### src/rtl/hazard_ctrl_pkg.sv
// hazard_ctrl_pkg: shared pipeline definitions for the hazard controller.
//   - FSM state encoding (RUN / LU_STALL)
//   - register-index width and the x0 index
//   - default statistics counter width and bubble counter width
//   - load-use hazard detection helper
package hazard_ctrl_pkg;

   localparam int REG_W     = 5;
   localparam int CNT_W_DEF = 16;
   localparam int BUB_W     = 3;

   localparam logic [REG_W-1:0] REG_X0 = '0;

   typedef enum logic {
      ST_RUN      = 1'b0,
      ST_LU_STALL = 1'b1
   } hz_state_e;

   // x0 is hard-wired zero, so a load targeting it can never create a dependence.
   function automatic logic lu_hazard(
      input logic             mem_read,
      input logic [REG_W-1:0] rd,
      input logic             use_rs1,
      input logic [REG_W-1:0] rs1,
      input logic             use_rs2,
      input logic [REG_W-1:0] rs2
   );
      return mem_read && (rd != REG_X0) &&
             ((use_rs1 && (rs1 == rd)) || (use_rs2 && (rs2 == rd)));
   endfunction

endpackage

### src/rtl/hazard_ctrl_if.sv
// hazard_ctrl_if: pipeline-side signals exchanged with the hazard controller.
//   Observed by the controller: IF/ID source fields, ID/EX load info,
//   EX/MEM branch outcome, data memory busy.
//   Driven by the controller: stage write enables and stage flushes.
//   master : pipeline side (drives observations, receives controls)
//   slave  : hazard controller
interface hazard_ctrl_if;
   import hazard_ctrl_pkg::*;

   logic [REG_W-1:0] ifid_rs1;
   logic [REG_W-1:0] ifid_rs2;
   logic             ifid_use_rs1;
   logic             ifid_use_rs2;
   logic             idex_mem_read;
   logic [REG_W-1:0] idex_rd;
   logic             exmem_branch_taken;
   logic             dmem_busy;

   logic             pc_write;
   logic             ifid_write;
   logic             idex_write;
   logic             exmem_write;
   logic             flush_IFID;
   logic             flush_IDEX;
   logic             flush_EXMEM;

   modport master (
      output ifid_rs1, ifid_rs2, ifid_use_rs1, ifid_use_rs2,
             idex_mem_read, idex_rd, exmem_branch_taken, dmem_busy,
      input  pc_write, ifid_write, idex_write, exmem_write,
             flush_IFID, flush_IDEX, flush_EXMEM
   );

   modport slave (
      input  ifid_rs1, ifid_rs2, ifid_use_rs1, ifid_use_rs2,
             idex_mem_read, idex_rd, exmem_branch_taken, dmem_busy,
      output pc_write, ifid_write, idex_write, exmem_write,
             flush_IFID, flush_IDEX, flush_EXMEM
   );

endinterface

### src/rtl/hazard_ctrl_sat_counter.sv
// sat_counter: width-parameterised up-counter that sticks at all-ones.
//   clk   : clock, rising edge
//   reset : asynchronous active-low reset, clears the count
//   en    : count enable
//   cnt   : current count
module sat_counter #(
   parameter int W = 16
) (
   input  logic         clk,
   input  logic         reset,
   input  logic         en,
   output logic [W-1:0] cnt
);

   always_ff @(posedge clk or negedge reset) begin
      if (!reset) begin
         cnt <= '0;
      end else if (en && (cnt != {W{1'b1}})) begin
         cnt <= cnt + W'(1);
      end
   end

endmodule

### src/rtl/hazard_ctrl.sv
// hazard_ctrl: pipeline hazard controller.
//   Inserts load-use bubbles, flushes wrong-path stages on a taken branch
//   resolved in MEM, freezes the pipeline while data memory is busy, and
//   keeps saturating stall / flush statistics.
//
//   state    | meaning
//   ---------+---------------------------------------------------------
//   RUN      | normal flow; a load-use hazard here inserts bubble 1
//   LU_STALL | inserting the remaining bubbles (count held in bub_cnt)
//
// Ports:
//   clk        : pipeline clock, rising edge
//   reset      : asynchronous active-low reset
//   hz         : pipeline signals (slave modport of hazard_ctrl_if)
//   stall_cnt  : bubble cycles inserted (saturating)
//   flush_cnt  : branch flush events (saturating)
module hazard_ctrl
   import hazard_ctrl_pkg::*;
#(
   parameter int LOAD_BUBBLES = 1,
   parameter int CNT_W        = CNT_W_DEF
) (
   input  logic             clk,
   input  logic             reset,
   hazard_ctrl_if.slave     hz,
   output logic [CNT_W-1:0] stall_cnt,
   output logic [CNT_W-1:0] flush_cnt
);

   hz_state_e        state, state_nxt;
   logic [BUB_W-1:0] bub_cnt, bub_nxt;
   logic             stall_inc;
   logic             flush_inc;
   logic             hazard;

   assign hazard = lu_hazard(hz.idex_mem_read, hz.idex_rd,
                             hz.ifid_use_rs1, hz.ifid_rs1,
                             hz.ifid_use_rs2, hz.ifid_rs2);

   always_comb begin
      hz.pc_write    = 1'b1;
      hz.ifid_write  = 1'b1;
      hz.idex_write  = 1'b1;
      hz.exmem_write = 1'b1;
      hz.flush_IFID  = 1'b0;
      hz.flush_IDEX  = 1'b0;
      hz.flush_EXMEM = 1'b0;
      stall_inc      = 1'b0;
      flush_inc      = 1'b0;
      state_nxt      = state;
      bub_nxt        = bub_cnt;

      if (hz.dmem_busy) begin
         // Freeze: stage contents are held, so a pending branch or hazard is
         // still presented once the memory releases.
         hz.pc_write    = 1'b0;
         hz.ifid_write  = 1'b0;
         hz.idex_write  = 1'b0;
         hz.exmem_write = 1'b0;
      end else if (hz.exmem_branch_taken) begin
         hz.flush_IFID  = 1'b1;
         hz.flush_IDEX  = 1'b1;
         hz.flush_EXMEM = 1'b1;
         flush_inc      = 1'b1;
         state_nxt      = ST_RUN;
         bub_nxt        = '0;
      end else if (state == ST_LU_STALL) begin
         hz.pc_write   = 1'b0;
         hz.ifid_write = 1'b0;
         hz.flush_IDEX = 1'b1;
         stall_inc     = 1'b1;
         bub_nxt       = bub_cnt - BUB_W'(1);
         if (bub_cnt <= BUB_W'(1)) begin
            state_nxt = ST_RUN;
         end
      end else if (hazard) begin
         hz.pc_write   = 1'b0;
         hz.ifid_write = 1'b0;
         hz.flush_IDEX = 1'b1;
         stall_inc     = 1'b1;
         // The first bubble is this cycle; the rest are counted down in LU_STALL.
         if (LOAD_BUBBLES > 1) begin
            state_nxt = ST_LU_STALL;
            bub_nxt   = BUB_W'(LOAD_BUBBLES - 1);
         end
      end

      // Reset forces safe controls immediately, without waiting for a clock.
      if (!reset) begin
         hz.pc_write    = 1'b0;
         hz.ifid_write  = 1'b0;
         hz.idex_write  = 1'b0;
         hz.exmem_write = 1'b0;
         hz.flush_IFID  = 1'b1;
         hz.flush_IDEX  = 1'b1;
         hz.flush_EXMEM = 1'b1;
      end
   end

   always_ff @(posedge clk or negedge reset) begin
      if (!reset) begin
         state   <= ST_RUN;
         bub_cnt <= '0;
      end else begin
         state   <= state_nxt;
         bub_cnt <= bub_nxt;
      end
   end

   sat_counter #(.W(CNT_W)) u_stall_cnt (
      .clk   (clk),
      .reset (reset),
      .en    (stall_inc),
      .cnt   (stall_cnt)
   );

   sat_counter #(.W(CNT_W)) u_flush_cnt (
      .clk   (clk),
      .reset (reset),
      .en    (flush_inc),
      .cnt   (flush_cnt)
   );

endmodule

### src/flat_wrapper.sv
// flat-port wrapper written by rule: the top's interface ports become plain ports
module hazard_ctrl_flat import hazard_ctrl_pkg::*;
#(
   parameter int LOAD_BUBBLES = 1,
   parameter int CNT_W        = CNT_W_DEF
)
  (clk, reset, stall_cnt, flush_cnt, hz_ifid_rs1, hz_ifid_rs2, hz_ifid_use_rs1, hz_ifid_use_rs2, hz_idex_mem_read, hz_idex_rd, hz_exmem_branch_taken, hz_dmem_busy, hz_pc_write, hz_ifid_write, hz_idex_write, hz_exmem_write, hz_flush_IFID, hz_flush_IDEX, hz_flush_EXMEM);
  hazard_ctrl_if hz_i ();
  input  logic clk;
  input  logic reset;
  output logic [CNT_W-1:0] stall_cnt;
  output logic [CNT_W-1:0] flush_cnt;
  input wire logic [$bits(hz_i.ifid_rs1)-1:0] hz_ifid_rs1;
  input wire logic [$bits(hz_i.ifid_rs2)-1:0] hz_ifid_rs2;
  input wire logic [$bits(hz_i.ifid_use_rs1)-1:0] hz_ifid_use_rs1;
  input wire logic [$bits(hz_i.ifid_use_rs2)-1:0] hz_ifid_use_rs2;
  input wire logic [$bits(hz_i.idex_mem_read)-1:0] hz_idex_mem_read;
  input wire logic [$bits(hz_i.idex_rd)-1:0] hz_idex_rd;
  input wire logic [$bits(hz_i.exmem_branch_taken)-1:0] hz_exmem_branch_taken;
  input wire logic [$bits(hz_i.dmem_busy)-1:0] hz_dmem_busy;
  output wire logic [$bits(hz_i.pc_write)-1:0] hz_pc_write;
  output wire logic [$bits(hz_i.ifid_write)-1:0] hz_ifid_write;
  output wire logic [$bits(hz_i.idex_write)-1:0] hz_idex_write;
  output wire logic [$bits(hz_i.exmem_write)-1:0] hz_exmem_write;
  output wire logic [$bits(hz_i.flush_IFID)-1:0] hz_flush_IFID;
  output wire logic [$bits(hz_i.flush_IDEX)-1:0] hz_flush_IDEX;
  output wire logic [$bits(hz_i.flush_EXMEM)-1:0] hz_flush_EXMEM;
  assign hz_i.ifid_rs1 = hz_ifid_rs1;
  assign hz_i.ifid_rs2 = hz_ifid_rs2;
  assign hz_i.ifid_use_rs1 = hz_ifid_use_rs1;
  assign hz_i.ifid_use_rs2 = hz_ifid_use_rs2;
  assign hz_i.idex_mem_read = hz_idex_mem_read;
  assign hz_i.idex_rd = hz_idex_rd;
  assign hz_i.exmem_branch_taken = hz_exmem_branch_taken;
  assign hz_i.dmem_busy = hz_dmem_busy;
  assign hz_pc_write = hz_i.pc_write;
  assign hz_ifid_write = hz_i.ifid_write;
  assign hz_idex_write = hz_i.idex_write;
  assign hz_exmem_write = hz_i.exmem_write;
  assign hz_flush_IFID = hz_i.flush_IFID;
  assign hz_flush_IDEX = hz_i.flush_IDEX;
  assign hz_flush_EXMEM = hz_i.flush_EXMEM;
  hazard_ctrl #(.LOAD_BUBBLES(LOAD_BUBBLES), .CNT_W(CNT_W)) u_core (.clk(clk), .reset(reset), .hz(hz_i), .stall_cnt(stall_cnt), .flush_cnt(flush_cnt));
endmodule
### config.mk
export PLATFORM = sky130hd
export DESIGN_NAME = hazard_ctrl_flat
export DESIGN_NICKNAME = d
export VERILOG_FILES = /design/src/rtl/hazard_ctrl_pkg.sv /design/src/rtl/hazard_ctrl_if.sv /design/src/rtl/hazard_ctrl_sat_counter.sv /design/src/rtl/hazard_ctrl.sv /design/src/flat_wrapper.sv
export SDC_FILE = /design/constraint.sdc
export NUM_CORES = 1
export LEC_CHECK = 0
export CAP_MARGIN = 5
export CORE_AREA = 2 2 78 80
export CTS_BUF_LIST = sky130_fd_sc_hd__clkbuf_8
export DETAILED_ROUTE_END_ITERATION = 10
export DIE_AREA = 0 0 80 82
export GPL_TIMING_DRIVEN = 0
export PLACE_DENSITY = 0.6
export SLEW_MARGIN = 20
export SYNTH_ARGS = -nofsm -noshare
export SYNTH_HDL_FRONTEND = slang
export SYNTH_SLANG_ARGS = --single-unit
### constraint.sdc
create_clock -name clk -period 3.75 [get_ports clk]
set_clock_uncertainty 0.2 [all_clocks]
set_input_delay 0.75 -clock clk [delete_from_list [all_inputs] [get_ports clk]]
set_output_delay 0.75 -clock clk [all_outputs]
set_load 0.005 [all_outputs]
==> impl_metrics.prom, run 1 <==
# TYPE chip_impl_metric gauge
chip_impl_metric{name="post_dp_hpwl",unit="um"} 3270
chip_impl_metric{name="number_of_placement_rows",unit=""} 28
chip_impl_metric{name="grt_pass1_vias",unit=""} 1531
chip_impl_info{name="crit_path_frequent_cell",value="clkdlybuf4s50_1"} 1
chip_impl_metric{name="route.vias.total",unit=""} 1572
chip_impl_metric{name="synth_area",unit="mm2"} 0.00197
chip_impl_info{name="postSynth.topFlopCell",value="dfrtp_1"} 1
chip_impl_info{name="setup.worst_path.start_class",value="input pin"} 1
chip_impl_metric{name="final.fill_count",unit=""} 555
chip_impl_metric{name="overall_die_area",unit="mm2"} 0.00656
chip_impl_metric{name="floorplan.core_area",unit="mm2"} 0.00575
chip_impl_info{name="crit_path_max_delay_family",value="buffers and inverters"} 1
chip_impl_metric{name="drtAntennaViolNets",unit=""} 0
chip_impl_metric{name="peakVddDrop",unit="V"} 0.000219
chip_impl_metric{name="maximum_capacitance_violations",unit=""} 0
chip_impl_metric{name="initial_antenna_violation_count",unit=""} 0
chip_impl_metric{name="synth-seq-area-share",unit="%"} 45.8
chip_impl_metric{name="fin_crit",unit="ns"} 3.62
chip_impl_info{name="worstHoldPathType",value="in2async"} 1
chip_impl_metric{name="tritonroute_pass_1_iters",unit=""} 4
chip_impl_metric{name="effective_utilization_at_floorplan",unit="%"} 34.2
chip_impl_metric{name="htree_num_levels",unit=""} 2
chip_impl_metric{name="timing.final.crit_share",unit="%"} 96.5
chip_impl_metric{name="finish.cell_count_without_fillers",unit=""} 331
chip_impl_metric{name="drt-vias-per-instance",unit=""} 4.75
chip_impl_metric{name="io-pin-count",unit=""} 61
chip_impl_metric{name="timing.final.setup_violations",unit=""} 0
chip_impl_metric{name="share_clk_of_total_power",unit="%"} 33.6
chip_impl_info{name="unrepaired_setup_endpoints_after_global_routing",value="no"} 1
chip_impl_metric{name="worstSkewPairLatency",unit="ns"} 0.29
chip_impl_metric{name="gr-usage-all-layers",unit="%"} 14.3
chip_impl_metric{name="critical_path_buf_inv_count",unit=""} 3
chip_impl_metric{name="tightestPinTransition",unit="ns"} 0.686
chip_impl_metric{name="syn_avg_cell_area",unit="um2"} 10.5
chip_impl_metric{name="post-route-drc-count",unit=""} 0
chip_impl_metric{name="grtUsageMet2",unit="%"} 23.7
chip_impl_info{name="synth_area_leaders",value="dfrtp_1 46%, xnor2_1 11%, xor2_1 5.8%"} 1
chip_impl_info{name="cp-end-kind",value="primary output"} 1
chip_impl_metric{name="die_height",unit="um"} 82
chip_impl_metric{name="grt_max_degree",unit=""} 24
chip_impl_metric{name="reg2regPathDepth",unit=""} 6
chip_impl_metric{name="ys_types",unit=""} 37
chip_impl_metric{name="timing.critical_path.required",unit="ns"} 2.80
chip_impl_metric{name="cp.depth",unit=""} 8
chip_impl_metric{name="post_drt_wl_per_cell",unit="um"} 12.9
chip_impl_metric{name="gr-usage-met1",unit="%"} 17.5
chip_impl_metric{name="place_worst_setup_slack",unit="ns"} -0.209
chip_impl_metric{name="clkSlewWorstSetupHoldPaths",unit="ns"} 0.07
chip_impl_metric{name="power_density",unit="mW/mm2"} 366
chip_impl_info{name="synth_top_cell_by_area",value="dfrtp_1"} 1
chip_impl_metric{name="cp_slowest_stage_delay",unit="ns"} 0.47
chip_impl_metric{name="cell_internal_pwr",unit="mW"} 0.754
chip_impl_metric{name="num-nets-final",unit=""} 281
chip_impl_metric{name="flow.area_growth_from_synthesis",unit="%"} 41.6
chip_impl_metric{name="yosys_warnings",unit=""} 0
chip_impl_metric{name="layout.area.seq",unit="um2"} 901
chip_impl_metric{name="post-route-worst-setup-slack",unit="ns"} 0.132
chip_impl_metric{name="detail_route.iter0.violations",unit=""} 48
chip_impl_metric{name="p_sw_share",unit="%"} 26.1
chip_impl_metric{name="antennaDiodeCount",unit=""} 0
chip_impl_metric{name="clock.fmax",unit="MHz"} 276
chip_impl_metric{name="power.share.sequential",unit="%"} 46.0
chip_impl_metric{name="timing.max_slew.rel_slack",unit="%"} 53.9
chip_impl_metric{name="global_route.usage.met3",unit="%"} 4.29
chip_impl_metric{name="multi_input_area",unit="mm2"} 0.00101
chip_impl_metric{name="overflow",unit=""} 0
chip_impl_metric{name="totalWireLength",unit="um"} 4280
chip_impl_metric{name="finalHoldViolCount",unit=""} 0
chip_impl_info{name="outcome",value="finished, final reports clean"} 1
chip_impl_info{name="clock-root-buffer",value="clkbuf_8"} 1
chip_impl_info{name="timing.critical_path.cells",value="clkdlybuf4s50_1, xnor2_1, nand4_1, o22ai_2, a31oi_4, o21a_1, buf_4, clkdlybuf4s50_1"} 1
chip_impl_metric{name="postSynth.asyncResetShare",unit="%"} 100
chip_impl_metric{name="routabilityCongestion",unit=""} 0.767
chip_impl_info{name="globalRoute.busiestLayer",value="met2"} 1
chip_impl_metric{name="tritoncts.num_buffers",unit=""} 5
chip_impl_metric{name="placed_cell_area",unit="mm2"} 0.00267
chip_impl_metric{name="synth-edff-count",unit=""} 0
chip_impl_metric{name="final_max_slew_viols",unit=""} 0
chip_impl_metric{name="final_util",unit="%"} 48.5
chip_impl_info{name="cts_tree",value="built"} 1
chip_impl_metric{name="port-buffer-count",unit=""} 59
chip_impl_info{name="worstSetupPathType",value="in2out"} 1
chip_impl_info{name="slowest_stage",value="clkdlybuf4s50_1"} 1
chip_impl_metric{name="total_switching_power",unit="mW"} 0.266
chip_impl_metric{name="clk_path_buf_depth",unit=""} 2
chip_impl_metric{name="synthCells",unit=""} 188
chip_impl_metric{name="finished_layout_cell_area",unit="mm2"} 0.00278
chip_impl_metric{name="critical_path_peak_fanout",unit=""} 11
chip_impl_metric{name="share_comb_of_total_power",unit="%"} 20.4
chip_impl_metric{name="postSynthNetCount",unit=""} 214
chip_impl_metric{name="power_leakage",unit="nW"} 1.16
chip_impl_metric{name="die-width",unit="um"} 80
chip_impl_metric{name="numClockSinks",unit=""} 36
chip_impl_metric{name="synth_top_area_share",unit="%"} 45.8
chip_impl_metric{name="grt_first_pass_wirelength",unit="um"} 7220
chip_impl_metric{name="worst-endpoint-arrival",unit="ns"} 2.67
chip_impl_metric{name="final_layout_size_suffix_gt1_share",unit="%"} 10.9
chip_impl_metric{name="ys_seq_elements",unit=""} 36
chip_impl_metric{name="placed_cells_incl_taps",unit=""} 323
-- cells by family (layout without fill, tap and decap cells) --
kind of cell | after synthesis | after routing | synth area share, %
AO/OA/AOI/OAI | 12 | 12 | 5.35
AND/OR/NAND/NOR | 82 | 82 | 23.6
buffers and inverters | 11 | 79 | 2.74
XOR/XNOR | 38 | 38 | 16.9
adder cells (fa/ha/maj) | 4 | 4 | 2.55
flip-flops | 36 | 36 | 45.8
multiplexers | 5 | 5 | 3.05
-- registers in the layout, indices dropped and copies added (netlist names) --
signal	cells
u_core.u_flush_cnt.cnt	16
u_core.u_stall_cnt.cnt	16
u_core.bub_cnt	3
u_core.state	1
-- cell type report --
cell class              count  area share (%)
plain buffers               5            1.08
clock buffers               5            2.47
clock inverters             3            1.53
inverters                   5           0.674
multi-input cells         141            36.3
flip-flops and latches     36            32.4
well taps                  75            3.37
repair buffers             61            22.2
-- through the flow --
| stage | TNS [ns] | power (mW) | hold slack [ns] |
|---|---|---|---|
| after detailed placement | -0.384 | 0.691 | 0.292 |
| after floorplan | 0 | 0.556 | 0.254 |
| after CTS | 0 | 1.04 | 0.194 |
| after global placement | -4.22 | 0.680 | 0.282 |
| final | 0 | 1.02 | 0.186 |
| after global routing | 0 | 1.08 | 0.201 |
-- synthesized netlist by cell type, types with 3 or more instances --
cell type / n
ha_1: 4
dfrtp_1: 36
o21ai_0: 3
buf_4: 3
nand3_1: 11
xnor2_1: 25
nor3_1: 13
mux2_2: 4
inv_1: 5
nor2_1: 10
xor2_1: 13
and3_1: 3
nand4_1: 10
nand2_1: 18
nand2b_1: 3
-- layout by cell type, fill, tap and decap left out, drive strengths merged, types with 5 or more instances in the layout --
cell           instances
nand2                 18
clkbuf                 7
nor3                  14
nand4                 11
buf                    6
nor2                  11
nand3                 11
xnor2                 25
dfrtp                 36
inv                    5
clkdlybuf4s50         53
xor2                  13
mux2                   5
-- metal layers --
metal | part of all wire, % | wire length (um)
met5 | 0 | 0
met4 | 1.5 | 63
met3 | 5.8 | 249
met2 | 47 | 2020
met1 | 46 | 1950
-- worst paths after layout --
| path | to | slack, ns | from |
|---|---|---|---|
| worst max register to register | u_core.u_flush_cnt.cnt[14]$_DFFE_PN0P_ | 1.67 | u_core.u_flush_cnt.cnt[4]$_DFFE_PN0P_ |
| worst min register to register | u_core.u_flush_cnt.cnt[7]$_DFFE_PN0P_ | 0.30 | u_core.u_flush_cnt.cnt[7]$_DFFE_PN0P_ |
| max in group asynchronous | u_core.u_stall_cnt.cnt[8]$_DFFE_PN0P_ | 2.71 | reset |
| min in group clk | u_core.u_flush_cnt.cnt[7]$_DFFE_PN0P_ | 0.30 | u_core.u_flush_cnt.cnt[7]$_DFFE_PN0P_ |
| worst min-delay path | u_core.u_flush_cnt.cnt[2]$_DFFE_PN0P_ | 0.19 | reset |
| worst max-delay path | hz_pc_write | 0.13 | hz_ifid_rs1[1] |
-- timing repair --
action | CTS | global route
resized for setup | 5 | 1
pin swaps | 2 | 3
hold buffers | 0 | 0
setup endpoints to repair | 3 | 2
buffers inserted | 1 | 0
-- power by group through the flow --
stage | Clock (mW) | Combinational (mW) | Sequential (mW)
after floorplan | 0 | 0.0828 | 0.473
after global placement | 0 | 0.203 | 0.476
after detailed placement | 0 | 0.213 | 0.477
after CTS | 0.355 | 0.213 | 0.470
after global routing | 0.376 | 0.230 | 0.476
final | 0.343 | 0.208 | 0.469
No activity file was read; power rests on OpenSTA's default activity.
==> run 2: changes to the inputs <==
Settings changed: GPL_TIMING_DRIVEN 0 to unset.
==> run 2 against run 1 <==
  * First-iteration DRC count fell by 15%
  * Sequential power about the same
  * Power fell by 6.2%
  * Via count increased by 0.19%
  * Global-route usage decreased by 0.15 points
  * Critical path type unchanged
  * Largest cell class unchanged
==> impl_metrics.prom, run 2 (synthesized netlist as in run 1, its figures left out) <==
# TYPE chip_impl_metric gauge
chip_impl_metric{name="drt-vias-per-instance",unit=""} 4.76
chip_impl_metric{name="tritonroute_pass_1_iters",unit=""} 4
chip_impl_metric{name="gr-usage-all-layers",unit="%"} 14.1
chip_impl_metric{name="clkSlewWorstSetupHoldPaths",unit="ns"} 0.07
chip_impl_metric{name="placed_cell_area",unit="mm2"} 0.00267
chip_impl_metric{name="clk_path_buf_depth",unit=""} 2
chip_impl_info{name="outcome",value="finished, final reports clean"} 1
chip_impl_metric{name="critical_path_peak_fanout",unit=""} 3
chip_impl_metric{name="tightestPinTransition",unit="ns"} 0.411
chip_impl_metric{name="number_of_placement_rows",unit=""} 28
chip_impl_metric{name="ctsResizeCount",unit=""} 0
chip_impl_metric{name="num-nets-final",unit=""} 281
chip_impl_metric{name="timing.final.crit_share",unit="%"} 93.5
chip_impl_metric{name="peakVddDrop",unit="V"} 0.000174
chip_impl_metric{name="regToRegSetupSlack",unit="ns"} 1.67
chip_impl_metric{name="power.total",unit="mW"} 0.956
chip_impl_metric{name="antennaDiodeCount",unit=""} 0
chip_impl_metric{name="post_dp_hpwl",unit="um"} 3210
chip_impl_metric{name="setup_tns_final",unit="ns"} 0
chip_impl_metric{name="die-width",unit="um"} 80
chip_impl_metric{name="grt_first_pass_wirelength",unit="um"} 7270
chip_impl_metric{name="power_leakage",unit="nW"} 1.14
chip_impl_metric{name="drtAntennaViolNets",unit=""} 0
chip_impl_metric{name="final.fill_count",unit=""} 560
chip_impl_metric{name="timing.max_slew.rel_slack",unit="%"} 72.5
chip_impl_metric{name="overall_die_area",unit="mm2"} 0.00656
chip_impl_metric{name="effective_utilization_at_floorplan",unit="%"} 34.2
chip_impl_metric{name="finished_layout_cell_area",unit="mm2"} 0.00276
chip_impl_info{name="mostFrequentLayoutCell",value="clkdlybuf4s50_1"} 1
chip_impl_metric{name="totalWireLength",unit="um"} 4200
chip_impl_metric{name="post_drt_wl_per_cell",unit="um"} 12.7
chip_impl_metric{name="timing.final.setup_violations",unit=""} 0
chip_impl_metric{name="die_height",unit="um"} 82
chip_impl_info{name="clock-root-buffer",value="clkbuf_8"} 1
chip_impl_info{name="critical_path.reg2reg.endpoint",value="u_core.u_stall_cnt.cnt[1]$_DFFE_PN0P_"} 1
chip_impl_metric{name="worst-endpoint-arrival",unit="ns"} 2.56
chip_impl_info{name="worstHoldPathType",value="in2async"} 1
chip_impl_info{name="cp-end-kind",value="primary output"} 1
chip_impl_metric{name="tritoncts.num_buffers",unit=""} 5
chip_impl_metric{name="initial_antenna_violation_count",unit=""} 0
chip_impl_metric{name="grt_max_degree",unit=""} 21
chip_impl_metric{name="hold_buffers",unit=""} 0
chip_impl_metric{name="final_max_slew_viols",unit=""} 0
chip_impl_metric{name="reg2regPathDepth",unit=""} 6
chip_impl_info{name="worstSetupPathType",value="in2out"} 1
chip_impl_info{name="cts_tree",value="built"} 1
chip_impl_metric{name="routabilityCongestion",unit=""} 0.769
chip_impl_info{name="most-common-layout-cells",value="59 x clkdlybuf4s50_1, 36 x dfrtp_1, 25 x xnor2_1"} 1
chip_impl_info{name="setup.worst_path.start_class",value="input pin"} 1
chip_impl_metric{name="final_layout_size_suffix_gt1_share",unit="%"} 11.3
chip_impl_metric{name="post-route-drc-count",unit=""} 0
chip_impl_metric{name="flow.area_growth_from_synthesis",unit="%"} 40.3
chip_impl_metric{name="grt_pass1_vias",unit=""} 1599
chip_impl_metric{name="worstSkewPairLatency",unit="ns"} 0.28
chip_impl_metric{name="fin_crit",unit="ns"} 3.51
chip_impl_metric{name="finalHoldViolCount",unit=""} 0
chip_impl_metric{name="floorplan.core_area",unit="mm2"} 0.00575
chip_impl_info{name="largest_registers",value="u_core.u_flush_cnt.cnt: 16 flops, u_core.u_stall_cnt.cnt: 16 flops, u_core.bub_cnt: 3 flops"} 1
chip_impl_metric{name="clock.fmax",unit="MHz"} 285
chip_impl_metric{name="maximum_capacitance_violations",unit=""} 0
chip_impl_info{name="unrepaired_setup_endpoints_after_global_routing",value="no"} 1
chip_impl_metric{name="power_density",unit="mW/mm2"} 347
chip_impl_metric{name="io-pin-count",unit=""} 61
chip_impl_metric{name="detail_route.iter0.violations",unit=""} 41
chip_impl_metric{name="port-buffer-count",unit=""} 60
chip_impl_metric{name="overflow",unit=""} 0
chip_impl_metric{name="htree_num_levels",unit=""} 2
chip_impl_info{name="timing.rr.start",value="u_core.u_stall_cnt.cnt[0]$_DFFE_PN0P_"} 1
chip_impl_metric{name="numClockSinks",unit=""} 36
chip_impl_metric{name="cts.repair_timing.setup_buffer_count",unit=""} 0
chip_impl_metric{name="timing.critical_path.required",unit="ns"} 2.80
chip_impl_metric{name="route.vias.total",unit=""} 1575
run 2: cell types whose count changed in the layout (fill, tap and decap cells not counted), moves of 2 or more:
cell             change
buf_4                +2
clkbuf_1             -2
clkdlybuf4s50_1      +6
dlygate4sd2_1        -4
run 2: worst max path at each step:
| stage | startpoint | cells past startpoint | end | slack (ns) |
|---|---|---|---|---|
| 5_1_grt | hz_idex_rd[1] | 7 | hz_flush_IDEX | 0.08 |
| 3_3_place_gp | hz_idex_rd[1] | 7 | hz_flush_IDEX | 0.24 |
| 3_5_place_dp | hz_idex_rd[4] | 7 | hz_flush_IDEX | 0.25 |
| 6_report | hz_idex_rd[1] | 7 | hz_flush_IDEX | 0.24 |
| 4_1_cts | hz_idex_rd[1] | 7 | hz_flush_IDEX | 0.24 |
| 2_1_floorplan | hz_idex_rd[1] | 7 | hz_pc_write | 0.93 |
run 2: report_power, final:
group | internal (mW) | switching, mW | leakage, nW
Clock | 0.146 | 0.134 | 0.0510
Sequential | 0.425 | 0.0448 | 0.480
Combinational | 0.132 | 0.0738 | 0.607
Total | 0.704 | 0.252 | 1.14
run 2: per-stage QoR:
step	utilization (%)	hold WS (ns)	worst slack, ns	std cells
final	48.0	0.243	0.245	331
after global routing	48.0	0.261	0.0847	331
after CTS	48.0	0.244	0.238	331
after detailed placement	46.4	0.282	0.248	323
after global placement	46.4	0.284	0.235	323
after floorplan	-	0.254	0.934	188
run 2: worst max-delay path: stages:
cell             delay [ns]
clkdlybuf4s50_1        0.53
xnor2_1                0.14
nand4_1                0.14
o22ai_2                0.22
a31oi_4                0.13
o21bai_1               0.13
clkdlybuf4s50_1        0.51
run 2: routing by layer:
layer	track usage [%]	up-vias	part of all wire, %
met5	0	-	0
met4	5.59	0	1.5
met3	3.30	7	5.6
met2	23.3	44	47
met1	17.9	741	46
li1	-	783	-
run 2: area by class of cell:
class	count	area, um2	area share, %
Timing Repair Buffer	66	641	23.2
Sequential cell	36	901	32.7
Tap cell	75	93.8	3.40
Clock inverter	2	10.0	0.363
Clock buffer	6	82.6	2.99
Inverter	5	18.8	0.681
Multi-Input combinational cell	141	1010	36.7
